$ cat src/rtl/mac_pkg.sv
// Shared definitions for the MAC sequencer: FSM state encoding, operand and
// product field positions, and the default accumulator width.
// Optional feature macro used by this slice: MAC_SEQUENCER_SAT_EN.
package mac_pkg;

    typedef enum logic [2:0] {
        S_IDLE,
        S_ISSUE,
        S_WAIT_LO,
        S_WAIT_HI,
        S_ACC,
        S_DONE
    } state_t;

    // 8-bit operand packing: [7:4] real, [3:0] imaginary (signed 4-bit each)
    localparam int OP_RE_HI = 7;
    localparam int OP_RE_LO = 4;
    localparam int OP_IM_HI = 3;
    localparam int OP_IM_LO = 0;

    // 16-bit product packing: [15:8] real, [7:0] imaginary (signed 8-bit each)
    localparam int PR_RE_HI = 15;
    localparam int PR_RE_LO = 8;
    localparam int PR_IM_HI = 7;
    localparam int PR_IM_LO = 0;

    localparam int DEF_ACC_W = 20;

endpackage

$ cat src/rtl/mac_sequencer_if.sv
// Bus bundle of the MAC sequencer: operand stream in, multiplier start/ready
// link, result stream out, plus the FSM state for observation.
//
// Handshakes: a stream transfer happens on a rising clk edge where both valid
// and ready are high; valid-side signals stay stable while valid waits for
// ready. The multiplier link uses a one-cycle start pulse, issued only while
// mul_ready is high; mul_ready then drops and rises again with mul_out valid.
interface mac_sequencer_if
    import mac_pkg::*;
#(
    parameter int ACC_W = DEF_ACC_W
) ();

    logic             in_valid;
    logic             in_ready;
    logic [7:0]       in_a;
    logic [7:0]       in_b;
    logic             clr;
    logic             mul_start;
    logic [7:0]       mul_a;
    logic [7:0]       mul_b;
    logic             mul_ready;
    logic [15:0]      mul_out;
    logic             out_valid;
    logic             out_ready;
    logic [ACC_W-1:0] acc_re;
    logic [ACC_W-1:0] acc_im;
    logic             ovf;
    state_t           fsm_state;

    // Sequencer side
    modport master (
        input  in_valid, in_a, in_b, clr, mul_ready, mul_out, out_ready,
        output in_ready, mul_start, mul_a, mul_b, out_valid, acc_re, acc_im,
               ovf, fsm_state
    );

    // Environment side (operand source, multiplier, result consumer)
    modport slave (
        output in_valid, in_a, in_b, clr, mul_ready, mul_out, out_ready,
        input  in_ready, mul_start, mul_a, mul_b, out_valid, acc_re, acc_im,
               ovf, fsm_state
    );

endinterface

$ cat src/rtl/mac_acc.sv
// Signed ACC_W accumulator for one component of the complex sum. Sign-extends
// an 8-bit product, adds it, and keeps a sticky overflow flag.
// MAC_SEQUENCER_SAT_EN defined: clamp to signed max/min on overflow;
// otherwise the sum wraps in two's complement.
module mac_acc #(
    parameter int ACC_W = 20
) (
    input  logic             clk,
    input  logic             rst,
    input  logic             clr,
    input  logic             en,
    input  logic [7:0]       addend,
    output logic [ACC_W-1:0] acc,
    output logic             ovf
);

    logic [ACC_W-1:0] ext;
    logic [ACC_W-1:0] sum;
    logic             add_ovf;

    assign ext = ACC_W'($signed(addend));
    assign sum = acc + ext;
    // Same-sign operands whose sum flips sign have overflowed
    assign add_ovf = (acc[ACC_W-1] == ext[ACC_W-1]) && (sum[ACC_W-1] != acc[ACC_W-1]);

`ifdef MAC_SEQUENCER_SAT_EN
    localparam logic [ACC_W-1:0] ACC_MAX = {1'b0, {(ACC_W-1){1'b1}}};
    localparam logic [ACC_W-1:0] ACC_MIN = {1'b1, {(ACC_W-1){1'b0}}};
`endif

    // Accumulate on en, zero on clr; overflow stays set until cleared
    always_ff @(posedge clk or negedge rst) begin
        if (!rst) begin
            acc <= '0;
            ovf <= 1'b0;
        end else if (clr) begin
            acc <= '0;
            ovf <= 1'b0;
        end else if (en) begin
            ovf <= ovf | add_ovf;
`ifdef MAC_SEQUENCER_SAT_EN
            // Overflow direction follows the sign of the old accumulator
            acc <= add_ovf ? (acc[ACC_W-1] ? ACC_MIN : ACC_MAX) : sum;
`else
            acc <= sum;
`endif
        end
    end

endmodule

$ cat src/rtl/mac_sequencer.sv
// MAC sequencer: accepts packed complex operand pairs, issues each to the
// external complex multiplier, accumulates real/imag products and presents
// the sum after NTERMS products.
// Optional feature macro: MAC_SEQUENCER_SAT_EN (saturating accumulators).
module mac_sequencer
    import mac_pkg::*;
#(
    parameter int NTERMS = 4,
    parameter int ACC_W  = DEF_ACC_W
) (
    input logic             clk,
    input logic             rst,
    mac_sequencer_if.master bus
);

    localparam int CNT_W = (NTERMS > 1) ? $clog2(NTERMS) : 1;
    localparam logic [CNT_W-1:0] LAST_TERM = CNT_W'(NTERMS - 1);

    state_t           state;
    logic [CNT_W-1:0] term_cnt;
    logic [7:0]       op_a;
    logic [7:0]       op_b;
    logic [15:0]      prod;
    logic             mul_start_q;
    logic             acc_clr;
    logic             acc_en;
    logic [ACC_W-1:0] acc_re;
    logic [ACC_W-1:0] acc_im;
    logic             ovf_re;
    logic             ovf_im;

    // Sequencing FSM: operand capture, multiplier handshake, term counting
    always_ff @(posedge clk or negedge rst) begin
        if (!rst) begin
            state       <= S_IDLE;
            term_cnt    <= '0;
            op_a        <= '0;
            op_b        <= '0;
            prod        <= '0;
            mul_start_q <= 1'b0;
        end else begin
            mul_start_q <= 1'b0;
            case (state)
                S_IDLE: begin
                    // A clear arriving with a pair restarts the sum at term 0
                    if (bus.clr) term_cnt <= '0;
                    if (bus.in_valid) begin
                        op_a  <= bus.in_a;
                        op_b  <= bus.in_b;
                        state <= S_ISSUE;
                    end
                end
                S_ISSUE: begin
                    if (bus.mul_ready) begin
                        mul_start_q <= 1'b1;
                        state       <= S_WAIT_LO;
                    end
                end
                // Multiplier lowers ready one cycle after the start pulse
                S_WAIT_LO: begin
                    if (!bus.mul_ready) state <= S_WAIT_HI;
                end
                S_WAIT_HI: begin
                    if (bus.mul_ready) begin
                        prod  <= bus.mul_out;
                        state <= S_ACC;
                    end
                end
                S_ACC: begin
                    if (term_cnt == LAST_TERM) begin
                        term_cnt <= '0;
                        state    <= S_DONE;
                    end else begin
                        term_cnt <= term_cnt + 1'b1;
                        state    <= S_IDLE;
                    end
                end
                S_DONE: begin
                    if (bus.clr) term_cnt <= '0;
                    if (bus.clr || bus.out_ready) state <= S_IDLE;
                end
                default: state <= S_IDLE;
            endcase
        end
    end

    // Clear only where no multiplier operation is in flight; the result
    // handshake also empties the accumulators for the next sum
    assign acc_clr = (bus.clr && (state == S_IDLE || state == S_DONE)) ||
                     (state == S_DONE && bus.out_ready);
    assign acc_en  = (state == S_ACC);

    mac_acc #(.ACC_W(ACC_W)) u_acc_re (
        .clk    (clk),
        .rst    (rst),
        .clr    (acc_clr),
        .en     (acc_en),
        .addend (prod[PR_RE_HI:PR_RE_LO]),
        .acc    (acc_re),
        .ovf    (ovf_re)
    );

    mac_acc #(.ACC_W(ACC_W)) u_acc_im (
        .clk    (clk),
        .rst    (rst),
        .clr    (acc_clr),
        .en     (acc_en),
        .addend (prod[PR_IM_HI:PR_IM_LO]),
        .acc    (acc_im),
        .ovf    (ovf_im)
    );

    assign bus.in_ready  = (state == S_IDLE);
    assign bus.out_valid = (state == S_DONE);
    assign bus.mul_start = mul_start_q;
    assign bus.mul_a     = op_a;
    assign bus.mul_b     = op_b;
    assign bus.acc_re    = acc_re;
    assign bus.acc_im    = acc_im;
    assign bus.ovf       = ovf_re | ovf_im;
    assign bus.fsm_state = state;

endmodule

$ cat src/flat_wrapper.sv
// flat-port wrapper written by rule: the top's interface ports become plain ports
module mac_sequencer_flat import mac_pkg::*;
#(
    parameter int NTERMS = 4,
    parameter int ACC_W  = DEF_ACC_W
)
  (clk, rst, bus_in_valid, bus_in_a, bus_in_b, bus_clr, bus_mul_ready, bus_mul_out, bus_out_ready, bus_in_ready, bus_mul_start, bus_mul_a, bus_mul_b, bus_out_valid, bus_acc_re, bus_acc_im, bus_ovf, bus_fsm_state);
  mac_sequencer_if #(.ACC_W(ACC_W)) bus_i ();
  input logic clk;
  input logic rst;
  input wire logic [$bits(bus_i.in_valid)-1:0] bus_in_valid;
  input wire logic [$bits(bus_i.in_a)-1:0] bus_in_a;
  input wire logic [$bits(bus_i.in_b)-1:0] bus_in_b;
  input wire logic [$bits(bus_i.clr)-1:0] bus_clr;
  input wire logic [$bits(bus_i.mul_ready)-1:0] bus_mul_ready;
  input wire logic [$bits(bus_i.mul_out)-1:0] bus_mul_out;
  input wire logic [$bits(bus_i.out_ready)-1:0] bus_out_ready;
  output wire logic [$bits(bus_i.in_ready)-1:0] bus_in_ready;
  output wire logic [$bits(bus_i.mul_start)-1:0] bus_mul_start;
  output wire logic [$bits(bus_i.mul_a)-1:0] bus_mul_a;
  output wire logic [$bits(bus_i.mul_b)-1:0] bus_mul_b;
  output wire logic [$bits(bus_i.out_valid)-1:0] bus_out_valid;
  output wire logic [$bits(bus_i.acc_re)-1:0] bus_acc_re;
  output wire logic [$bits(bus_i.acc_im)-1:0] bus_acc_im;
  output wire logic [$bits(bus_i.ovf)-1:0] bus_ovf;
  output wire logic [$bits(bus_i.fsm_state)-1:0] bus_fsm_state;
  assign bus_i.in_valid = bus_in_valid;
  assign bus_i.in_a = bus_in_a;
  assign bus_i.in_b = bus_in_b;
  assign bus_i.clr = bus_clr;
  assign bus_i.mul_ready = bus_mul_ready;
  assign bus_i.mul_out = bus_mul_out;
  assign bus_i.out_ready = bus_out_ready;
  assign bus_in_ready = bus_i.in_ready;
  assign bus_mul_start = bus_i.mul_start;
  assign bus_mul_a = bus_i.mul_a;
  assign bus_mul_b = bus_i.mul_b;
  assign bus_out_valid = bus_i.out_valid;
  assign bus_acc_re = bus_i.acc_re;
  assign bus_acc_im = bus_i.acc_im;
  assign bus_ovf = bus_i.ovf;
  assign bus_fsm_state = bus_i.fsm_state;
  mac_sequencer #(.NTERMS(NTERMS), .ACC_W(ACC_W)) u_core (.clk(clk), .rst(rst), .bus(bus_i));
endmodule
$ cat config.mk
export PLATFORM = sky130hd
export DESIGN_NAME = mac_sequencer_flat
export DESIGN_NICKNAME = d
export VERILOG_FILES = /design/src/rtl/mac_pkg.sv /design/src/rtl/mac_sequencer_if.sv /design/src/rtl/mac_acc.sv /design/src/rtl/mac_sequencer.sv /design/src/flat_wrapper.sv
export SDC_FILE = /design/constraint.sdc
export NUM_CORES = 1
export LEC_CHECK = 0
export BUFFER_PORTS_ARGS = -buffer_cell sky130_fd_sc_hd__buf_2
export CELL_PAD_IN_SITES_DETAIL_PLACEMENT = 1
export CELL_PAD_IN_SITES_GLOBAL_PLACEMENT = 2
export CORE_ASPECT_RATIO = 1.75
export CORE_MARGIN = 10
export CORE_UTILIZATION = 37
export DETAILED_ROUTE_END_ITERATION = 10
export PLACE_DENSITY = 0.88
export RECOVER_POWER = 25
export SYNTH_ARGS = -nofsm -noshare
export SYNTH_HDL_FRONTEND = slang
export SYNTH_SLANG_ARGS = --single-unit
$ cat constraint.sdc
create_clock -name clk -period 4.8 [get_ports clk]
set_input_delay 0.48 -clock clk [delete_from_list [all_inputs] [get_ports clk]]
set_output_delay 0.48 -clock clk [all_outputs]
set_load 0.005 [all_outputs]
==> results.json, run 1 <==
{
  "critPathLaunchType": "flop",
  "cp_max_fo": 18,
  "grt_pass1_wl_um": 24200,
  "critPathBufInv": 0,
  "fin_crit_ns": 2.843,
  "crit_cells": 8,
  "maxSlewViolCount": 81,
  "cp-end-kind": "flop",
  "grt_use_total_pct": 16.16,
  "yosysWarnings": 0,
  "cts-root-to-sink-buffers": 2,
  "clock_latency_ns": 0.34,
  "synth_edf_count": 0,
  "place_congestion": 0.8576,
  "hold_path_class": "in2reg",
  "cap_violations": 1,
  "vdd_drop_max_v": 0.0002447,
  "clkSinkCount": 80,
  "ys_seq_elements": 80,
  "die_y_um": 173.7,
  "mostFrequentLayoutCells": "99 x buf_2, 80 x dfrtp_1, 62 x nand2_1",
  "max_slew_margin_pct": -40.58,
  "critical_path_arrival_ns": 3.10,
  "hold-worst-slack_ns": 0.3465,
  "reg2reg_depth": 8,
  "layout_commonest_cell": "buf_2",
  "netlist_top_cells_area": "dfrtp_1 40%, ha_1 9.8%, mux2_2 7.2%, o21ai_0 4.9%, nand2_1 4.7%",
  "fmax_mhz": 351.8,
  "required_ns": 5.06,
  "synth.top_cell.area_share_pct": 40.06,
  "wl_per_cell_um": 18.94,
  "tns_ns": 0,
  "synth_flop_cell": "dfrtp_1",
  "setup_viol": 0,
  "die_w_um": 107.9,
  "grt.overflow.total": 0,
  "violations": "capacitance limit, slew limit",
  "yosys.area.top_type": "dfrtp_1",
  "remaining_drc_errors": 0,
  "crit_type": "reg2reg",
  "yosysSeqAreaShare_pct": 40.06,
  "grt_pass1_vias": 4807,
  "r2r_slack_ns": 1.96,
  "core_area_mm2": 0.01331,
  "place_hpwl_um": 11350,
  "cpMaxStageDelayCell": "dfrtp_1",
  "fin_crit_sh_pct": 59.22,
  "antenna_left": 0,
  "async_reset_ff_share_pct": 100.0,
  "io_pins": 101,
  "cts_tree": "built",
  "outcome": "finished with violations",
  "rows": 56,
  "skew_ns": 0.01120,
  "holdBufCountCts": 0,
  "crit_family": "simple AND/OR/NAND/NOR gates",
  "post-cts-setup-buffers": 0,
  "design_area_mm2": 0.005928,
  "worstMarginPinSlew_ns": 2.109,
  "drive_above_1_share_pct": 25.81,
  "place_area_mm2": 0.005643,
  "root_buffer": "clkbuf_16",
  "reg2reg_to": "u_core.u_acc_im.acc[19]$_DFFE_PN0P_",
  "initial_utilization_pct": 37.54,
  "vias": 4321,
  "power_leakage_uw": 0.002894,
  "layout-area-overhead-vs-synth_pct": 18.63,
  "hold_viol": 0,
  "ys_types": 53,
  "diodes": 0,
  "dp_slack_ns": 1.955,
  "antenna_found_initial": 0,
  "path_common_cell": "nor3_1",
  "synth_cells": 519,
  "cp_slowest_stage_delay_ns": 0.62,
  "portBuffers": 100,
  "die_area_mm2": 0.01874,
  "ctsResizeCount": 0,
  "pwr_density_cell_mw_per_mm2": 674.8,
  "final_net_count": 690,
  "syn_area_mm2": 0.004997,
  "vias_per_cell": 5.470,
  "setup_ws_ns": 1.957,
  "routed_wl_um": 14960,
  "crit_chain": "ha_1 -> nand2_1 -> nor3_1 -> nand3_1 -> a21oi_1 -> nor3_1 -> or4b_1 -> o211ai_1",
  "drt_iter0_markers": 97,
  "crit_path_end": "u_core.u_acc_im.acc[19]$_DFFE_PN0P_",
  "clk_pin_slew_worst_paths_ns": 0.07,
  "syn_nets": 598,
  "h-tree-depth": 3,
  "hp-start": "bus_mul_ready",
  "drt_first_pass_iters": 4,
  "grt_max_degree": 81,
  "syn_area_per_cell_um2": 9.629,
  "reg2reg_from": "u_core.prod[7]$_DFFE_PN0P_",
  "cts_buffers": 9,
  "cp-startpoint": "u_core.prod[7]$_DFFE_PN0P_",
  "rsz0062_at_grt": "no"
}
[synthesized netlist by cell type, types with 5 or more instances]
cell	number
nor3_1	6
xor2_1	16
and3_1	6
a21o_1	15
nand4_1	7
mux2_2	32
o31ai_1	7
inv_1	18
nand2_1	62
nand2b_1	8
clkbuf_1	12
a211oi_1	5
ha_1	39
nor2_1	22
xnor2_1	14
o21ai_0	49
buf_2	6
dfrtp_1	80
a31oi_1	5
a21oi_1	35
nand3_1	11
[through the flow]
step / instances / util, % / total power [uW]
finish: 790 / 44.53 / 4000
CTS: 790 / 44.55 / 4064
floorplan: 519 / - / 2663
global route: 790 / 44.53 / 4366
detailed placement: 774 / 42.39 / 3361
global placement: 774 / 42.39 / 3270
[worst min path at each step]
| stage | end | depth (start not counted) |
|---|---|---|
| after CTS | u_core.bus.fsm_state[0]$_DFFE_PN0P_ | 2 |
| final | u_core.bus.fsm_state[0]$_DFFE_PN0P_ | 2 |
| after floorplan | u_core.bus.fsm_state[0]$_DFFE_PN0P_ | 0 |
| after detailed placement | u_core.term_cnt[0]$_DFFE_PN0P_ | 1 |
| after global placement | u_core.term_cnt[0]$_DFFE_PN0P_ | 1 |
| after global routing | u_core.bus.fsm_state[0]$_DFFE_PN0P_ | 2 |
[registers in the layout, indices dropped and copies added (netlist names)]
register / count
u_core.u_acc_im.acc: 20
u_core.bus.mul_b: 8
u_core.prod: 16
u_core.u_acc_re.ovf: 1
u_core.bus.mul_a: 8
u_core.bus.mul_start: 1
u_core.u_acc_im.ovf: 1
u_core.term_cnt: 2
u_core.bus.fsm_state: 3
u_core.u_acc_re.acc: 20
[logic make-up after synthesis]
group / count (synthesis) / share of synthesized area (%)
mux: 36 / 8.012
xor+xnor: 30 / 5.258
compound gates: 153 / 19.66
fa+ha+maj: 41 / 10.57
flops: 80 / 40.06
simple gates: 141 / 13.42
buf+inv: 38 / 3.029
[cell type report]
class	count	area, um^2
fill	1572	7385
inverter	18	67.56
clock buffer	9	225.2
timing repair buffer	101	508.0
clock inverter	7	62.56
sequential	80	2002
tap	174	217.7
multi-input combinational	401	2845
[report_power, final]
group	internal [uW]	total, uW	leakage [uW]	switching [uW]
Combinational	925	2130	0.00173	1200
Sequential	945	1200	0.00103	255
Clock	361	674	0.000132	313
Total	2230	4000	0.00289	1770
[metal layers]
layer	share of wire, %	global-route usage, %
met2	59	31.68
met1	35	15.21
met3	2.8	2.941
met5	0	0
met4	3.4	7.383
Note: power is estimated with default switching activity, not from simulation.
==> inputs of run 2 (changes only) <==
- CORE_UTILIZATION: 37 -> 34
- PLACE_DENSITY: 0.88 -> 0.82
- clock period: 4.8 -> 3 ns (I/O delays scaled with it)
==> results.json, run 2 (same netlist as run 1, synthesis figures left out) <==
{
  "hold_path_class": "in2reg",
  "cp_max_fo": 12,
  "cts_tree": "built",
  "root_buffer": "clkbuf_16",
  "critical_path_arrival_ns": 2.92,
  "cts_buffers": 9,
  "core_area_mm2": 0.01437,
  "antenna_left": 0,
  "fmax_mhz": 375.1,
  "initial_utilization_pct": 34.78,
  "cp_slowest_stage_delay_ns": 0.56,
  "crit_type": "reg2reg",
  "crit_chain": "ha_1 -> a21oi_1 -> o21bai_1 -> a21oi_1 -> a2111oi_4 -> nor3_1 -> or4b_1 -> o211ai_1",
  "reg.largest.list": "u_core.u_acc_im.acc: 20 flops, u_core.u_acc_re.acc: 20 flops, u_core.prod: 16 flops",
  "pwr_density_cell_mw_per_mm2": 1092,
  "mostFrequentLayoutCells": "99 x buf_2, 79 x dfrtp_1, 62 x nand2_1",
  "grt.overflow.total": 0,
  "die_area_mm2": 0.02014,
  "outcome": "finished with violations",
  "grt_pass1_wl_um": 25000,
  "post-cts-setup-buffers": 0,
  "cp-startpoint": "u_core.prod[15]$_DFFE_PN0P_",
  "grt_max_degree": 81,
  "holdBufCountCts": 0,
  "portBuffers": 100,
  "p_total_uw": 6551,
  "max_slew_margin_pct": -39.49,
  "critPathLaunchType": "flop",
  "vdd_drop_max_v": 0.0003871,
  "maxSlewViolCount": 81,
  "drt_first_pass_iters": 4,
  "place_congestion": 0.8770,
  "required_ns": 3.25,
  "power_leakage_uw": 0.002937,
  "place_hpwl_um": 11820,
  "setup_ws_ns": 0.3343,
  "hp-start": "bus_in_a[4]",
  "worstMarginPinSlew_ns": 2.092,
  "setup_viol": 0,
  "final_net_count": 695,
  "layout-area-overhead-vs-synth_pct": 20.08,
  "cpMaxStageDelayCell": "dfrtp_1",
  "clkSinkCount": 80,
  "hold_viol": 0,
  "violations": "capacitance limit, slew limit",
  "remaining_drc_errors": 0,
  "fin_crit_sh_pct": 88.86,
  "postLayoutCoreUtil_pct": 41.76,
  "drive_above_1_share_pct": 26.57,
  "clk_pin_slew_worst_paths_ns": 0.07,
  "h-tree-depth": 3,
  "die_y_um": 180.4,
  "fin_crit_ns": 2.666,
  "layout_commonest_cell": "buf_2",
  "grt_use_total_pct": 15.08,
  "io_pins": 101,
  "die_w_um": 111.6,
  "diodes": 0,
  "dp_slack_ns": 0.1529,
  "clock_latency_ns": 0.34,
  "rows": 58,
  "antenna_found_initial": 0,
  "wl_per_cell_um": 19.08,
  "vias_per_cell": 5.397,
  "path_common_cell": "a21oi_1",
  "reg2reg_from": "u_core.prod[15]$_DFFE_PN0P_",
  "tns_ns": 0,
  "vias": 4323,
  "skew_ns": 0.007099,
  "grt_pass1_vias": 4832,
  "cap_violations": 1,
  "routed_wl_um": 15280,
  "dp.cells": 785,
  "cp-end-kind": "flop",
  "finalNonFillerCells": 801,
  "drt_iter0_markers": 138,
  "rsz0062_at_grt": "no",
  "cts-root-to-sink-buffers": 2
}
## run 2: through the flow
stage / hold WS (ns) / instance area, um^2
2_1_floorplan: 0.004409 / 4997
3_3_place_gp: 0.4764 / 5687
5_1_grt: 0.1764 / 6001
4_1_cts: 0.1751 / 6000
3_5_place_dp: 0.4928 / 5687
6_report: 0.1842 / 6001
## run 2: power breakdown
part	total, uW	switching [uW]	internal (uW)	leakage, uW
Combinational	3450	1930	1520	0.00175
Sequential	1930	414	1510	0.00103
Clock	1170	509	666	0.000154
## run 2: area by class of cell
| class | instances | area (um^2) |
|---|---|---|
| clock buffers | 9 | 225.2 |
| inverters | 18 | 67.56 |
| fillers | 1696 | 8368 |
| well taps | 180 | 225.2 |
| repair buffers | 106 | 545.5 |
| flip-flops and latches | 80 | 2003 |
| clock inverters | 7 | 87.58 |
| multi-input cells | 401 | 2846 |
## run 2: layer usage
layer	vias up	share of wire [%]	wire (um)	track usage, %
met4	0	2.6	393	5.731
met2	63	60	9128	30.42
met5	-	0	0	0
li1	2074	-	-	-
met1	2163	35	5361	14.14
met3	23	2.6	400	2.800
## run 2: path summary, 6_finish.rpt
kind                                                  endpoint  slack (ns)  depth (start not counted)
max                        u_core.u_acc_re.acc[19]$_DFFE_PN0P_        0.33                          8
min reg2reg                     u_core.term_cnt[0]$_DFFE_PN0P_        0.50                          1
max reg2reg                u_core.u_acc_re.acc[19]$_DFFE_PN0P_        0.33                          8
min                            u_core.bus.mul_a[4]$_DFFE_PN0P_        0.18                          2
min in group asynchronous           u_core.prod[7]$_DFFE_PN0P_        0.57                          1
max in group asynchronous           u_core.prod[7]$_DFFE_PN0P_        1.09                          1
## run 2: critical path, delay by kind of cell, from the launching register on
family                   cells  cell delay [ns]
adder cells (fa/ha/maj)      1             0.50
AO/OA/AOI/OAI                5             0.93
AND/OR/NAND/NOR              2             0.58
flip-flops                   1             0.56
## run 2: timing repair
item                                    in CTS  in global routing
gates resized for setup                      0                  2
endpoints found under the setup margin       0                  2
hold endpoints to repair                     0                  0
